[src/rtl/sap_ram_loader.sv]
// Program loader for the SAP RAM: takes a byte stream over valid/ready and writes it
// to consecutive RAM addresses from 0, holding the CPU off the bus while it does so.
module sap_ram_loader #(
  parameter int ADDR_W = 4,
  parameter int DATA_W = 8
) (
  input  logic              clk,
  input  logic              reset,
  input  logic              start,
  input  logic [ADDR_W:0]   len,
  input  logic [DATA_W-1:0] in_data,
  input  logic              in_valid,
  output logic              in_ready,
  output logic [ADDR_W-1:0] ram_addr,
  output logic [DATA_W-1:0] ram_data,
  output logic              ram_we,
  output logic              cpu_hold,
  output logic              busy,
  output logic              done,
  output logic [ADDR_W:0]   count
);

  typedef enum logic [1:0] {IDLE, WAIT, WRITE, DONE} state_t;

  localparam logic [ADDR_W:0] DEPTH = {1'b1, {ADDR_W{1'b0}}};

  state_t              state_reg, state_next;
  logic [ADDR_W-1:0]   addr_reg;
  logic [ADDR_W:0]     len_reg;
  logic [ADDR_W:0]     count_reg;
  logic [ADDR_W-1:0]   ram_addr_reg;
  logic [DATA_W-1:0]   ram_data_reg;
  logic [ADDR_W:0]     len_clamped;
  logic [ADDR_W:0]     count_inc;

  // Clamping to the RAM depth guarantees the address never wraps inside a load.
  assign len_clamped = (len > DEPTH) ? DEPTH : len;
  assign count_inc   = count_reg + 1'b1;

  always_ff @(posedge clk) begin
    if (!reset) begin
      state_reg    <= IDLE;
      addr_reg     <= '0;
      len_reg      <= '0;
      count_reg    <= '0;
      ram_addr_reg <= '0;
      ram_data_reg <= '0;
    end else begin
      state_reg <= state_next;
      case (state_reg)
        IDLE: begin
          if (start) begin
            len_reg   <= len_clamped;
            addr_reg  <= '0;
            count_reg <= '0;
          end
        end
        WAIT: begin
          // The write port registers double as the captured byte, so they hold between writes.
          if (in_valid) begin
            ram_addr_reg <= addr_reg;
            ram_data_reg <= in_data;
          end
        end
        WRITE: begin
          addr_reg  <= addr_reg + 1'b1;
          count_reg <= count_inc;
        end
        default: begin
        end
      endcase
    end
  end

  always_comb begin
    state_next = state_reg;
    case (state_reg)
      IDLE:    if (start) state_next = (len_clamped == '0) ? DONE : WAIT;
      WAIT:    if (in_valid) state_next = WRITE;
      WRITE:   state_next = (count_inc == len_reg) ? DONE : WAIT;
      DONE:    state_next = IDLE;
      default: state_next = IDLE;
    endcase
  end

  always_comb begin
    in_ready = 1'b0;
    ram_we   = 1'b0;
    done     = 1'b0;
    busy     = 1'b1;
    case (state_reg)
      IDLE:    busy     = 1'b0;
      WAIT:    in_ready = 1'b1;
      WRITE:   ram_we   = 1'b1;
      DONE:    done     = 1'b1;
      default: busy     = 1'b0;
    endcase
  end

  assign cpu_hold = busy;
  assign ram_addr = ram_addr_reg;
  assign ram_data = ram_data_reg;
  assign count    = count_reg;

endmodule

[config.mk]
export PLATFORM = sky130hd
export DESIGN_NAME = sap_ram_loader
export DESIGN_NICKNAME = d
export VERILOG_FILES = /design/src/rtl/sap_ram_loader.sv
export SDC_FILE = /design/constraint.sdc
export NUM_CORES = 1
export LEC_CHECK = 0
export ABC_AREA = 1
export CORE_ASPECT_RATIO = 0.75
export CORE_MARGIN = 5
export CORE_UTILIZATION = 46
export DETAILED_ROUTE_END_ITERATION = 10
export GPL_TIMING_DRIVEN = 0
export PLACE_DENSITY = 0.78
export SYNTH_ARGS = -nofsm -noshare
export SYNTH_HDL_FRONTEND = slang
export SYNTH_SLANG_ARGS = --single-unit
[constraint.sdc]
create_clock -name clk -period 1.5 [get_ports clk]
set_clock_uncertainty 0.15 [all_clocks]
set_input_delay 0.3 -clock clk [delete_from_list [all_inputs] [get_ports clk]]
set_output_delay 0.3 -clock clk [all_outputs]
set_load 0.005 [all_outputs]
==> flow_metrics.env <==
export IMPL_synth_edff_count=0
export IMPL_antenna_found_initial=0
export IMPL_grt_usage_pct=18.9
export IMPL_cts_tree="yes"
export IMPL_critPathCaptureType="primary output"
export IMPL_fp_coreArea_mm2=0.00266
export IMPL_ys_flop_type="dfxtp_1"
export IMPL_worstPathMaxFanout=3
export IMPL_routed_wl_mm=3.53
export IMPL_fp_dieH_um=56.0
export IMPL_final_util_pct=70.7
export IMPL_dp_hpwl_mm=2.61
export IMPL_synth_cell_type_count=27
export IMPL_layout_setup_ws_ps=-2.22
export IMPL_async_flop_share_pct=0
export IMPL_clk_path_buf_depth=2
export IMPL_cts_root_buffer="clkbuf_8"
export IMPL_required_ps=1050
export IMPL_grt_pass1_wl_mm=6.09
export IMPL_slew_headroom_pct=78.6
export IMPL_hold_viol=0
export IMPL_cts_num_sinks=28
export IMPL_seq_area_frac_synth_pct=43.1
export IMPL_drt_pass1_iter_count=4
export IMPL_htree_levels=1
export IMPL_place_congestion=0.888
export IMPL_reg2reg_from="count[0]"
export IMPL_synth_most_common_cell="nand2_1"
export IMPL_fillers=232
export IMPL_period_share_pct=100
export IMPL_grt_ovfl_total=0
export IMPL_ys_top_cells_by_area="dfxtp_1 43%, nand2_1 13%, a21oi_1 10%"
export IMPL_fin_total_pwr_mw=1.48
export IMPL_area_growth_pct=44.8
export IMPL_setup_viol=1
export IMPL_worstMarginPinSlew_ps=319
export IMPL_die_w_um=71.4
export IMPL_tns_ps=-2.22
export IMPL_grt_pass1_vias=1273
export IMPL_synthTopCellsByCount="44 x nand2_1, 28 x dfxtp_1, 26 x a21oi_1"
export IMPL_synth_top_area_cell="dfxtp_1"
export IMPL_worstRegToRegCells=9
export IMPL_io_pin_count=39
export IMPL_avgSynthCellArea_um2=7.47
export IMPL_drv_cap=0
export IMPL_ant_nets=0
export IMPL_cts_buffers=3
export IMPL_power_density_mw_per_mm2=788
export IMPL_critPathLaunchType="register"
export IMPL_synthesis_area_mm2=0.00130
export IMPL_initial_utilization_pct=48.8
export IMPL_r2r_end="state_reg[1]"
export IMPL_violations="setup timing"
export IMPL_synth_fp_nets=193
export IMPL_rsz0062_at_grt="true"
export IMPL_fin_crit_ps=1500
export IMPL_antenna_cells=0
export IMPL_fp_row_count=16
export IMPL_grt_max_degree=15
export IMPL_synth_top_area_share_pct=43.1
export IMPL_via_per_inst=5.19
export IMPL_ir_drop_mv=0.740
export IMPL_cts_hold_buffers=0
export IMPL_leakagePower_nw=0.797
export IMPL_hold_ws_ps=308
export IMPL_drive_above_1_share_pct=23.5
export IMPL_synth_seq_cells=28
export IMPL_synth_warnings=0
export IMPL_fin_nets=247
export IMPL_arrival_ps=1050
export IMPL_r2r_slack_ps=90
export IMPL_holdPathEnd="ram_data[2]"
export IMPL_routedWlPerCell_um=13.5
export IMPL_clk_pin_slew_worst_paths_ps=90
export IMPL_synthCells=174
export IMPL_largest_reg_flops=8
export IMPL_path_class="reg2out"
export IMPL_vias=1359
export IMPL_drc=0
export IMPL_min_from="ram_data[2]"
export IMPL_drt_initial_drc_count=75
export IMPL_whs_path_depth=2
export IMPL_fmax_mhz=666
export IMPL_port_buffers=38
export IMPL_hp_class="reg2reg"
export IMPL_outcome="complete, but fails checks"
export IMPL_fp_dieArea_mm2=0.00400
export IMPL_finalMaxSlewViolations=0
export IMPL_insertion_delay_ps=270
## critical path, stage by stage, from the launching register on
cell	delay, ps
dfxtp_4	370
buf_6	130
nor2_4	100
buf_6	110
buf_6	80
## worst max-delay path by stage
stage | from | end | slack (ps)
floorplan | count[0] | state_reg[1] | 60
global placement | reset | ram_addr[2] | -310
detailed placement | reset | state_reg[0] | -400
CTS | state_reg[1] | in_ready | -0.2
global route | state_reg[1] | in_ready | -40
finish | state_reg[1] | in_ready | -2
## cells in the final DEF (no fill, tap or decap), types with 3 or more instances in the layout
cell / count
clkbuf_8: 3
clkbuf_2: 3
clkdlybuf4s50_1: 16
nand4_1: 4
dfxtp_4: 4
dfxtp_1: 20
nand2_1: 44
inv_1: 10
nor2_1: 5
nand3_1: 21
a21oi_1: 26
a21oi_2: 3
nor2_4: 3
dlygate4sd2_1: 18
buf_6: 3
buf_4: 13
dfxtp_2: 4
buf_2: 3
## per-stage QoR
step                      instance area, um2  setup slack, ps  cells
after floorplan                         1300             58.8    174
after global placement                  1730             -311    248
after detailed placement                1730             -404    248
after CTS                               1870           -0.154    262
after global routing                    1880            -38.4    262
final                                   1880            -2.22    262
## kinds of logic (layout without fill, tap and decap cells)
kind of cell / Yosys count / count (layout) / share of synthesized area, %
AOI/OAI and AO/OA: 35 / 35 / 14.8
DFF: 28 / 28 / 43.1
and+or+nand+nor: 86 / 86 / 32.1
adders and majority gates: 2 / 2 / 1.92
buffers and inverters: 23 / 75 / 7.99
## metal layers
metal,part of all wire (%),vias to the layer above,routed length [um],GRT usage (%)
li1,-,688,-,-
met1,44,627,1560,23.7
met2,49,38,1750,32.6
met3,5.1,6,179,5.05
met4,1.3,0,46,3.22
met5,0,-,0,0
## cell type report
| cell class | count | area [um2] | share of cell area [%] |
|---|---|---|---|
| Buffer | 7 | 48.8 | 2.59 |
| Clock buffer | 3 | 41.3 | 2.19 |
| Inverter | 16 | 73.8 | 3.92 |
| Multi-Input combinational cell | 123 | 662 | 35.2 |
| Sequential cell | 28 | 581 | 30.9 |
| Tap cell | 36 | 45.0 | 2.39 |
| Timing Repair Buffer | 49 | 430 | 22.9 |
## power breakdown
part           switching [mW]  internal (mW)
sequential             0.0222          0.766
clock                   0.212          0.180
combinational           0.158          0.145
total                   0.392           1.09
## timing repair
| item | CTS | global route |
|---|---|---|
| pin swaps | 3 | 0 |
| gates resized for setup | 57 | 5 |
| setup endpoints to repair | 42 | 14 |
| cloned | 0 | 0 |
| buffers inserted | 11 | 0 |
(Power assumes the default switching activity.)
